[config.mk]
export PLATFORM = sky130hd
export DESIGN_NAME = load_extend_unit
export DESIGN_NICKNAME = d
export VERILOG_FILES = /design/src/rtl/rv_load_pkg.sv /design/src/rtl/load_extend_core.sv /design/src/rtl/load_extend_unit.sv
export SDC_FILE = /design/constraint.sdc
export NUM_CORES = 1
export LEC_CHECK = 0
export CAP_MARGIN = 20
export CORE_AREA = 3 3 118 120
export CTS_CLUSTER_DIAMETER = 60
export DETAILED_ROUTE_END_ITERATION = 8
export DIE_AREA = 0 0 121 123
export PLACE_DENSITY_LB_ADDON = 0.08
export SYNTH_ARGS = -nofsm -noshare
export SYNTH_HDL_FRONTEND = slang
export SYNTH_SLANG_ARGS = --single-unit
[constraint.sdc]
create_clock -name clk -period 4.25 [get_ports clk]
set_input_delay 1.0625 -clock clk [delete_from_list [all_inputs] [get_ports clk]]
set_output_delay 1.0625 -clock clk [all_outputs]
set_load 0.1 [all_outputs]
[src/rtl/rv_load_pkg.sv]
// Shared definitions for the load path: access-size encodings, the load
// extender FSM state type and helpers for classifying a load's first beat.
// No ports (package).
package rv_load_pkg;

    // Access size, log2 of the number of bytes loaded.
    typedef enum logic [1:0] {
        SZ_B = 2'd0,
        SZ_H = 2'd1,
        SZ_W = 2'd2,
        SZ_D = 2'd3
    } size_e;

    typedef enum logic {
        IDLE    = 1'b0,
        WAIT_HI = 1'b1
    } state_e;

    // A doubleword load only exists on a 64-bit datapath.
    function automatic logic size_legal(input logic [1:0] size, input int unsigned xlen);
        return !((size == SZ_D) && (xlen == 32));
    endfunction

    // True when the access runs past the end of the current memory word.
    function automatic logic is_split(input int unsigned offset, input logic [1:0] size,
                                      input int unsigned word_bytes);
        return (offset + (32'd1 << size)) > word_bytes;
    endfunction

endpackage

[src/rtl/load_extend_core.sv]
// Combinational byte select / word merge and sign/zero extension.
// Ports:
//   lo_word      in   XLEN  word holding the first byte of the access
//   hi_word      in   XLEN  following word (only matters for split accesses)
//   offset       in   OW    byte offset of the access within lo_word
//   size         in   2     access size (rv_load_pkg::size_e encoding)
//   is_unsigned  in   1     1 = zero-extend, 0 = sign-extend
//   data         out  XLEN  extended result
module load_extend_core
    import rv_load_pkg::*;
#(
    parameter int unsigned XLEN = 32,
    localparam int unsigned OW = $clog2(XLEN / 8)
) (
    input  logic [XLEN-1:0] lo_word,
    input  logic [XLEN-1:0] hi_word,
    input  logic [OW-1:0]   offset,
    input  logic [1:0]      size,
    input  logic            is_unsigned,
    output logic [XLEN-1:0] data
);

    logic [2*XLEN-1:0] joined;
    logic [OW+2:0]     shamt;
    logic [XLEN-1:0]   sel;
    logic [XLEN-1:0]   ext_w;
    logic              fill_b;
    logic              fill_h;

    // Treating the two words as one little-endian byte stream makes the
    // aligned and split cases the same right shift by offset bytes.
    assign joined = {hi_word, lo_word};
    assign shamt  = {offset, 3'b000};
    assign sel    = XLEN'(joined >> shamt);

    assign fill_b = !is_unsigned && sel[7];
    assign fill_h = !is_unsigned && sel[15];

    generate
        if (XLEN == 32) begin : g_w_full
            assign ext_w = sel;
        end else begin : g_w_ext
            logic fill_w;
            assign fill_w = !is_unsigned && sel[31];
            assign ext_w  = {{(XLEN-32){fill_w}}, sel[31:0]};
        end
    endgenerate

    always_comb begin
        data = sel;
        case (size)
            SZ_B:    data = {{(XLEN-8){fill_b}}, sel[7:0]};
            SZ_H:    data = {{(XLEN-16){fill_h}}, sel[15:0]};
            SZ_W:    data = ext_w;
            default: data = sel;
        endcase
    end

endmodule

[src/rtl/load_extend_unit.sv]
// Load extender: picks a byte/half/word/double out of a memory read word
// (merging two consecutive words for split loads when enabled), extends it
// to XLEN and returns it through a registered valid/ready stage.
// Ports:
//   clk          in   1     rising-edge clock
//   rst_n        in   1     asynchronous active-low reset
//   in_valid     in   1     memory word beat valid
//   in_ready     out  1     unit can accept a beat
//   in_data      in   XLEN  aligned memory read word
//   in_offset    in   OW    byte offset in word (first beat only)
//   in_size      in   2     0=byte 1=half 2=word 3=double (first beat only)
//   in_unsigned  in   1     1=zero-extend, 0=sign-extend
//   out_valid    out  1     result valid
//   out_ready    in   1     consumer accepts result
//   out_data     out  XLEN  extended result
//   out_err      out  1     illegal size, or split load with merging disabled
module load_extend_unit
    import rv_load_pkg::*;
#(
    parameter int unsigned XLEN        = 32,
    parameter bit          MISALIGN_EN = 1'b1,
    localparam int unsigned OW = $clog2(XLEN / 8)
) (
    input  logic            clk,
    input  logic            rst_n,
    input  logic            in_valid,
    output logic            in_ready,
    input  logic [XLEN-1:0] in_data,
    input  logic [OW-1:0]   in_offset,
    input  logic [1:0]      in_size,
    input  logic            in_unsigned,
    output logic            out_valid,
    input  logic            out_ready,
    output logic [XLEN-1:0] out_data,
    output logic            out_err
);

    localparam int unsigned WB = XLEN / 8;

    state_e          state;
    logic [XLEN-1:0] stage_lo;
    logic [OW-1:0]   stage_off;
    logic [1:0]      stage_size;
    logic            stage_uns;

    logic            accept;
    logic            first_legal;
    logic            first_split;

    logic [XLEN-1:0] core_lo;
    logic [XLEN-1:0] core_hi;
    logic [OW-1:0]   core_off;
    logic [1:0]      core_size;
    logic            core_uns;
    logic [XLEN-1:0] core_data;

    assign in_ready    = !out_valid || out_ready;
    assign accept      = in_valid && in_ready;
    assign first_legal = size_legal(in_size, XLEN);
    assign first_split = is_split(32'(in_offset), in_size, WB);

    // In WAIT_HI the staged low beat and its attributes drive the core and the
    // incoming beat becomes the high word; the second beat's offset/size are ignored.
    always_comb begin
        core_lo   = in_data;
        core_hi   = '0;
        core_off  = in_offset;
        core_size = in_size;
        core_uns  = in_unsigned;
        if (state == WAIT_HI) begin
            core_lo   = stage_lo;
            core_hi   = in_data;
            core_off  = stage_off;
            core_size = stage_size;
            core_uns  = stage_uns;
        end
    end

    load_extend_core #(.XLEN(XLEN)) u_core (
        .lo_word     (core_lo),
        .hi_word     (core_hi),
        .offset      (core_off),
        .size        (core_size),
        .is_unsigned (core_uns),
        .data        (core_data)
    );

    always_ff @(posedge clk or negedge rst_n) begin
        if (!rst_n) begin
            state      <= IDLE;
            stage_lo   <= '0;
            stage_off  <= '0;
            stage_size <= '0;
            stage_uns  <= 1'b0;
            out_valid  <= 1'b0;
            out_data   <= '0;
            out_err    <= 1'b0;
        end else begin
            if (out_valid && out_ready) begin
                out_valid <= 1'b0;
            end
            if (accept) begin
                case (state)
                    IDLE: begin
                        if (!first_legal) begin
                            out_valid <= 1'b1;
                            out_err   <= 1'b1;
                            out_data  <= '0;
                        end else if (!first_split) begin
                            out_valid <= 1'b1;
                            out_err   <= 1'b0;
                            out_data  <= core_data;
                        end else if (!MISALIGN_EN) begin
                            out_valid <= 1'b1;
                            out_err   <= 1'b1;
                            out_data  <= '0;
                        end else begin
                            stage_lo   <= in_data;
                            stage_off  <= in_offset;
                            stage_size <= in_size;
                            stage_uns  <= in_unsigned;
                            state      <= WAIT_HI;
                        end
                    end
                    WAIT_HI: begin
                        out_valid <= 1'b1;
                        out_err   <= 1'b0;
                        out_data  <= core_data;
                        state     <= IDLE;
                    end
                    default: state <= IDLE;
                endcase
            end
        end
    end

endmodule

==> results by group, run 1 <==
Logic synthesis
  • XOR/XNOR Fraction of Synth Area: 0%
  • Cells after synthesis: ~420
  • Mux cell area share after synthesis: 26.2%
  • Simple-gate share of the synthesized area: a little under 9%
  • Cell with the most instances after synthesis: dfrtp_1
  • Largest cells by area after synthesis: dfrtp_1, mux2i_1, mux2_2
  • Mean Syn Cell Area: 10.7 um2
  • Post-synth top area cell: dfrtp_1
  • Top cell type's share of synthesized area: around two fifths
  • FFs w/ async S/R, synth: 100%
  • Synth Area in Compound Gates: 19.9%
  • Adder-cell area share of the yosys netlist: less than 1%
  • Sequential fraction of the synthesis area: 39.8%
  • Largest family of logic cells by synthesized area: multiplexers
  • Post-synthesis cell area: ~4500 um2
  • Post-synth EDFFs: 0
  • Netlist cell types: 45
  • Syn nets: 466
  • Top_reg_cell synth: dfrtp_1
  • Ys Warns: 0
  • #FFs+latches synth: 72
  • Most common library cells after synthesis: dfrtp_1, mux2i_1, nand2_1

Clocking
  • CTS clk-pin slew, worst paths: approximately 0.06 ns
  • CTS tree: yes
  • Root Buffer: clkbuf_16
  • TritonCTS buffer count: 9
  • CTS H-tree lvls: 3
  • Post-CTS sizing: 0
  • TritonCTS Sinks: between 70 and 80
  • Post-CTS Repair Setup Buffers: 0
  • Maximum root-to-sink buffer count: 2
  • Post-CTS Hold Buffers: 0
  • Clk_lat worst skew: 0.35 ns

STA
  • Worst Skew: between 0.009 and 0.01 ns
  • Final period util: a little over four fifths
  • Fin. Hold Viols: 0
  • Max Freq: about 280 MHz
  • Final slew viol count: 0
  • RSZ-0062 raised after global routing: false
  • Final worst path period need: roughly 3.5 ns
  • Worst Max-Slew Pin Slew: 0.990 ns
  • Setup TNS: 0 ns
  • Final-report setup violation count: 0
  • Rel. slew slack: approximately 34%

Floorplan
  • CORE AREA: about 13000 um2
  • I/O Pins: 76
  • Die W: roughly 120 um
  • Die Ht: 123 um
  • Full die area: between 10000 and 15000 um2
  • Rows: 42
  • Initial Utilization: around 35%

Final layout
  • Final #Nets: 528
  • Share of cells above drive strength 1: between 10% and 20%
  • Final Cell Area: roughly 5700 um2
  • Area growth syn-to-layout: 26.4%
  • ANT cells: 0
  • Layout Cells excl Fill: between 600 and 700

GRT
  • Congestion Overflow GR: 0
  • Pin count of the biggest net entering global routing: 73
  • Initial antenna violation count: 0
  • Number of global-route vias before repair: about 3700
  • Tot GR Track Use: a little under a fifth
  • First-pass GRT wire length: about 21 mm

Setup path
  • Path type of the worst setup path: primary input to register
  • Crit start category: primary input
  • Max stage delay cell, worst path: clkdlybuf4s50_1
  • Critical path peak fanout: 10
  • Worst setup EP type: register
  • Worst Path Required: 4.54 ns
  • Critical Path, Cell by Cell: clkdlybuf4s50_1, inv_2, fa_1, nand2b_1, a2bb2oi_2, o211ai_2, nor2_1, a221o_1
  • Critical path arrival: 3.83 ns
  • Max incr delay on CP: approximately 0.69 ns

Route
  • Pre-Repair DR Iteration Count: 5
  • Via count: 3620
  • Initial DRC count: roughly 210
  • Post-route ant nets: 0
  • Vias per cell: 5.44
  • Detailed Route WL: ~13 mm
  • DR WL/cell: 19.7 um
  • DR DRC count: 0

Placement
  • DP HPWL: approximately 9.1 mm
  • Global placer's final weighted congestion: 0.841
  • Placed cell count: 649
  • Post-DP Area: roughly 5400 um2
  • Port Buffers: 75

Worst hold path
  • Hold WC Path Type: register to register

Power and ir drop
  • Worst vdd ir: ~330 uV
  • PwrDens: between 700 and 800 nW/um2
  • Sw Pwr: about 0.0020 W
  • Total power: around 0.0043 W
  • Clock power share: between 10% and 20%
  • Leakage power: 2.51 nW
  • P_int: around 0.0023 W
  • Sequential power share: 28.2%
  • Sw frac: a little under half
  • Combinational power share: approximately 53%

Run
  • Maxcap violations: 0

Outcome
  • Run status: completed
-- layout by cell type (no fill, tap or decap), drive strengths merged, types with 2 or more instances in the layout --
cell type,instances
a211oi,10
a21o,2
a21oi,20
a221o,15
a22o,14
a31o,11
buf,9
bufinv,2
clkbuf,11
clkdlybuf4s50,73
clkinvlp,2
dfrtp,72
ha,2
inv,5
mux2,47
mux2i,59
nand2,47
nand2b,8
nand3,4
nor2,15
nor2b,6
nor3,3
o211ai,3
o21ai,18
o221ai,7
o22ai,11
-- layer usage --
layer | vias up | wire length (um) | track usage [%]
met3 | 20 | 687 | 5.54
met2 | 119 | 6280 | 28.9
met4 | 0 | 478 | 7.93
li1 | 1711 | - | -
met5 | - | 0 | 0
met1 | 1770 | 5630 | 23.9
-- power by group through the flow --
stage | Combinational [W] | Clock (W) | Sequential, W
after floorplan | 0.000973 | 0 | 0.00194
after global placement | 0.00226 | 0 | 0.00122
after detailed placement | 0.00227 | 0 | 0.00122
after CTS | 0.00227 | 0.000849 | 0.00121
after global routing | 0.00238 | 0.000889 | 0.00125
final | 0.00225 | 0.000832 | 0.00121
-- critical path, delay by kind of cell --
family,cells,cell delay [ns]
buf+inv,2,0.89
simple gates,2,0.71
compound gates,3,0.67
fa+ha+maj,1,0.49
-- through the flow --
| stage | setup WS, ns | utilization [%] | hold WS, ns |
|---|---|---|---|
| after global routing | 0.564 | 43.7 | 0.508 |
| after global placement | 0.473 | 41.2 | 0.471 |
| after floorplan | 1.18 | - | 0.479 |
| after CTS | 0.741 | 43.7 | 0.490 |
| after detailed placement | 0.409 | 41.2 | 0.478 |
| final | 0.705 | 43.7 | 0.483 |
-- final timing paths --
path	start	endpoint	slack (ns)	cells after the start
worst max-delay path	in_offset[1]	out_data[17]	0.71	8
worst min-delay path	out_data[15]	out_data[15]	0.48	1
worst max register to register	stage_off[0]	out_data[12]	1.83	5
worst min register to register	out_data[15]	out_data[15]	0.48	1
max in group asynchronous	rst_n	stage_off[0]	2.77	1
min in group asynchronous	rst_n	stage_lo[18]	0.86	1
-- sequential cells by signal, indices dropped and copies added, names as in the netlist --
signal / cells
out_valid: 1
out_err: 1
stage_size: 2
stage_uns: 1
out_data: 32
stage_lo: 32
stage_off: 2
state: 1
-- logic make-up after synthesis --
family	after synthesis
multiplexers	106
AO/OA/AOI/OAI	116
flip-flops	72
AND/OR/NAND/NOR	89
buffers and inverters	36
adder cells (fa/ha/maj)	3
-- cell type report --
| type | instances | area, um2 |
|---|---|---|
| clock buffers | 11 | 243 |
| clock inverters | 5 | 80.1 |
| fillers | 1232 | 7370 |
| inverters | 5 | 18.8 |
| multi-input cells | 314 | 2530 |
| flip-flops and latches | 72 | 1800 |
| well taps | 176 | 220 |
| repair buffers | 82 | 823 |
Note: power is estimated with default switching activity, not from simulation.
==> inputs of run 2 (changes only) <==
clock period = 3.2 ns   (was 4.25 ns; I/O delays follow)
==> run 2 against run 1 <==
Net effect: worst setup slack worse by 0.44 ns; cell count up 2.0%; first-iteration DRC count up 7.2%; die area unchanged; register-to-register slack worse by 0.83 ns.
==> results by group, run 2 (synthesis gave the netlist of run 1 again) <==
Route
  • WL met2: ~6.6 mm
  • DR top layer: met4
  • Via count: approximately 3600
  • Post-route ant nets: 0
  • Vias per cell: between 5 and 6
  • Pre-Repair DR Iteration Count: 4
  • WL met1: 5.67 mm
  • Initial DRC count: about 220
  • DR WL/cell: just under 20 um
  • DR DRC count: 0
  • Met3 wire length: ~640 um
  • Detailed Route WL: roughly 13 mm

STA
  • Final worst path period need: 2.93 ns
  • Max Freq: between 300 and 400 MHz
  • Worst Skew: approximately 0.0063 ns
  • Final slew viol count: 0
  • Final-report setup violation count: 0
  • Rel. slew slack: around two fifths
  • Final period util: 91.6%
  • Fin. Hold Viols: 0
  • Final worst setup slack: about 0.27 ns
  • Worst Max-Slew Pin Slew: around 0.91 ns
  • RSZ-0062 raised after global routing: false

Placement
  • Placed cell count: about 660
  • DP HPWL: ~9.5 mm
  • Global placer's final weighted congestion: ~0.82
  • Post-DP Area: approximately 5500 um2
  • Port Buffers: 75
  • Dpl ws: -0.176 ns

Floorplan
  • CORE AREA: about 13000 um2
  • Die Ht: 123 um
  • Die W: 121 um
  • I/O Pins: between 70 and 80
  • Initial Utilization: about a third
  • Full die area: about 15000 um2
  • Rows: 42

Final layout
  • Filler instances: 1277
  • Commonest non-fill, non-tap cell in the layout: dfrtp_1
  • ANT cells: 0
  • Share of cells above drive strength 1: 28.3%
  • Final Cell Area: roughly 5700 um2
  • Largest regs: out_data x32, stage_lo x32
  • Layout Cells excl Fill: around 680
  • Final #Nets: around 540
  • Final Util: 43.9%
  • Area growth syn-to-layout: 27.0%
  • Most frequent cells in the layout: dfrtp_1, mux2i_1, buf_4

Clocking
  • Maximum root-to-sink buffer count: 2
  • Root Buffer: clkbuf_16
  • TritonCTS buffer count: 9
  • CTS tree: yes
  • Clk_lat worst skew: approximately 0.34 ns
  • TritonCTS Sinks: 72
  • CTS clk-pin slew, worst paths: roughly 0.060 ns
  • CTS H-tree lvls: 3

GRT
  • Number of global-route vias before repair: about 3800
  • Congestion Overflow GR: 0
  • Initial antenna violation count: 0
  • Tot GR Track Use: between 15 and 20%
  • Pin count of the biggest net entering global routing: 73
  • First-pass GRT wire length: between 20 and 25 mm

Setup path
  • Worst setup EP type: register
  • Critical path arrival: between 3 and 4 ns
  • Worst Path Required: roughly 3.4 ns
  • Setup slack, reg-to-reg: 1.00 ns
  • Path type of the worst setup path: primary input to register
  • Critical path peak fanout: 24
  • Crit start category: primary input

Power and ir drop
  • Worst vdd ir: a little over 400 uV
  • Leakage power: about 2.6 nW
  • Total power: roughly 0.0055 W
  • PwrDens: between 900 and 1000 nW/um2

Worst hold path
  • Hold WC Path Type: register to register

Run
  • Maxcap violations: 0

Outcome
  • Run status: completed
==> run 2: worst paths after layout <==
check	depth (start not counted)	from	end
min in group asynchronous	1	rst_n	stage_lo[28]
hold reg to reg	1	out_data[15]	out_data[15]
max in group asynchronous	1	rst_n	stage_off[0]
setup / recovery	11	in_size[0]	stage_lo[3]
setup reg to reg	7	state	out_data[12]
hold / removal	1	out_data[15]	out_data[15]
==> run 2: worst max-delay path: stages <==
cell and delay [ns]:
clkdlybuf4s50_1 0.44, nor2_1 0.12, ha_1 0.17, inv_1 0.05
fa_1 0.48, nand2b_1 0.07, a2bb2oi_2 0.25, nor2_1 0.08
nand2_2 0.13, buf_12 0.20, mux2_2 0.35
==> run 2: layer usage <==
layer / vias to the layer above / track usage (%)
li1: 1731 / -
met1: 1807 / 23.4
met2: 65 / 31.2
met3: 14 / 4.85
met4: 0 / 4.46
met5: - / 0
==> run 2: where the power goes <==
group,total [W],switching (W),internal [W]
registers,0.00159,0.000313,0.00127
logic,0.00302,0.00197,0.00104
clock network,0.000935,0.000408,0.000527
==> run 2: what timing repair did <==
item / 4_1_cts / 5_1_grt
buffers inserted: 0 / 1
hold endpoints to repair: 0 / 0
hold buffers: 0 / 0
setup endpoints to repair: 0 / 15
gates resized for setup: 0 / 1
==> run 2: metrics by stage <==
step	TNS, ns	hold slack (ns)
final	0	0.487
after global routing	0	0.506
after CTS	0	0.497
after detailed placement	-4.12	0.484
after global placement	-1.67	0.472
after floorplan	0	0.479
==> run 2: area by class of cell <==
type / instances / area [um2] / area share, %
repair buffers: 95 / 898 / 15.6
multi-input cells: 314 / 2530 / 44.1
well taps: 176 / 220 / 3.83
flip-flops and latches: 72 / 1800 / 31.4
inverters: 5 / 18.8 / 0.327
clock buffers: 10 / 229 / 3.98
clock inverters: 6 / 45.0 / 0.784
==> inputs of run 3 (changes only) <==
CORE_AREA = 2 2 117 119   (was 3 3 118 120)
DIE_AREA = 0 0 119 121   (was 0 0 121 123)
SKIP_CTS_REPAIR_TIMING = 1   (was default)
==> run 3 against run 2 <==
Net effect: power rose by 1.0%; maximum frequency is 1.8% lower; clock-buffer cell count shrank 1; hold slack lost 0.012 ns; first-iteration DRC count shrank 7.6%; register-to-register slack got worse by 0.14 ns; clock power increased by 4.6%; worst setup slack got worse by 0.054 ns; routed wire length grew 0.60%; combinational power about the same; clock skew is 0.0020 ns higher; die area decreased by 3.3%.
==> results by group, run 3 (synthesis gave the netlist of run 1 again) <==
Outcome
  • Run status: completed

Setup path
  • R2r endpoint: out_data[1]
  • Worst setup EP type: register
  • Reg2reg path depth: 6
  • Critical path peak fanout: 8
  • Max stage delay cell, worst path: nor2_1
  • Crit start category: primary input
  • Setup slack, reg-to-reg: about 0.86 ns
  • Cell mode on critical path: nor2_1
  • Path type of the worst setup path: primary input to register
  • Max incr delay on CP: 0.48 ns
  • Critical path arrival: 3.27 ns
  • Reg2reg start: state
  • Critical Path, Cell by Cell: clkdlybuf4s50_1, nor2_1, ha_1, inv_1, fa_1, nand2b_1, a2bb2oi_2, o211ai_2, nor2_1, a221o_1
  • Worst Path Required: 3.48 ns

STA
  • Final period util: roughly 93%
  • Final worst path period need: between 2 and 3 ns
  • Final-report setup violation count: 0
  • Worst Skew: 0.00830 ns
  • Worst Max-Slew Pin Slew: roughly 0.83 ns
  • Max Freq: approximately 340 MHz
  • Fin. Hold Viols: 0
  • RSZ-0062 raised after global routing: false
  • Final worst setup slack: roughly 0.22 ns
  • Rel. slew slack: 44.6%
  • Final slew viol count: 0

GRT
  • Congestion Overflow GR: 0
  • First-pass GRT wire length: 20.9 mm
  • Number of global-route vias before repair: 3628
  • Pin count of the biggest net entering global routing: 50
  • Tot GR Track Use: around a fifth
  • Initial antenna violation count: 0

Route
  • Initial DRC count: about 210
  • Via count: 3667
  • DR WL/cell: between 15 and 20 um
  • DR DRC count: 0
  • Vias per cell: roughly 5.4
  • Post-route ant nets: 0
  • Pre-Repair DR Iteration Count: 4
  • Detailed Route WL: approximately 13 mm

Final layout
  • Commonest non-fill, non-tap cell in the layout: dfrtp_1
  • Most frequent cells in the layout: dfrtp_1, mux2i_1, buf_4
  • Final Util: 44.1%
  • Share of cells above drive strength 1: 28.7%
  • Largest regs: out_data x32, stage_lo x32
  • Area growth syn-to-layout: 27.4%
  • Final #Nets: around 540
  • ANT cells: 0

Clocking
  • Maximum root-to-sink buffer count: 2
  • CTS tree: yes
  • CTS H-tree lvls: 3
  • Clk_lat worst skew: ~0.35 ns
  • CTS clk-pin slew, worst paths: approximately 0.070 ns
  • Root Buffer: clkbuf_16
  • TritonCTS buffer count: 9
  • TritonCTS Sinks: 72

Floorplan
  • I/O Pins: between 70 and 80
  • Die W: approximately 120 um
  • Full die area: about 14000 um2
  • CORE AREA: 13100 um2
  • Rows: between 40 and 50
  • Initial Utilization: between 30% and 40%
  • Die Ht: about 120 um

Power and ir drop
  • Worst vdd ir: slightly above 400 uV
  • PwrDens: roughly 970 nW/um2
  • Leakage power: around 2.6 nW
  • Total power: approximately 0.0056 W

Placement
  • Dpl ws: -0.149 ns
  • DP HPWL: 9.62 mm
  • Global placer's final weighted congestion: around 0.81
  • Port Buffers: 75

Run
  • Maxcap violations: 0

Worst hold path
  • Hold WC Path Type: primary input to async pin
-- run 3: changes by cell type in the layout (fill, tap and decap cells not counted), sizes merged --
cell | before | now
buf | 56 | 59
clkbuf | 10 | 9
inv | 6 | 9
clkinv | 2 | 0
-- run 3: routing by layer --
layer | GRT usage, % | wire (um) | share of wire (%)
met1 | 23.6 | 5720 | 44
met2 | 32.6 | 6520 | 50
met3 | 5.03 | 607 | 4.6
met4 | 6.62 | 295 | 2.2
met5 | 0 | 0 | 0
-- run 3: area by class of cell --
class | count | area [um2]
fill | 1268 | 7320
multi-input combinational | 314 | 2530
sequential | 72 | 1800
timing repair buffer | 98 | 908
clock buffer | 9 | 225
tap | 176 | 220
clock inverter | 7 | 60.1
inverter | 5 | 18.8
-- run 3: worst max-delay path by stage --
stage | slack, ns | start | cells after the start | end
after floorplan | 0.13 | out_valid | 6 | stage_lo[13]
after global placement | -0.09 | in_size[0] | 11 | stage_lo[3]
after detailed placement | -0.15 | in_size[0] | 10 | out_data[19]
after CTS | 0.21 | in_size[0] | 10 | out_data[17]
after global routing | 0.09 | in_size[0] | 10 | out_data[17]
final | 0.22 | in_size[0] | 10 | out_data[17]
-- run 3: metrics by stage --
step | std cells | area (um2) | hold slack [ns] | setup TNS [ns]
2_1_floorplan | 422 | 4520 | 0.479 | 0
3_3_place_gp | 665 | 5480 | 0.473 | -2.93
3_5_place_dp | 665 | 5480 | 0.485 | -5.23
4_1_cts | 681 | 5770 | 0.497 | 0
5_1_grt | 681 | 5770 | 0.517 | 0
6_report | 681 | 5770 | 0.474 | 0
-- run 3: power breakdown --
| group | internal, W | switching, W |
|---|---|---|
| clock network | 0.000538 | 0.000440 |
| registers | 0.00127 | 0.000333 |
| logic | 0.00105 | 0.00196 |
| total | 0.00286 | 0.00273 |
-- run 3: worst max-delay path, delay by kind of cell --
family          cells  cell delay [ns]
fa+ha+maj           2             0.65
simple gates        3             0.68
compound gates      3             0.63
buf+inv             2             0.51
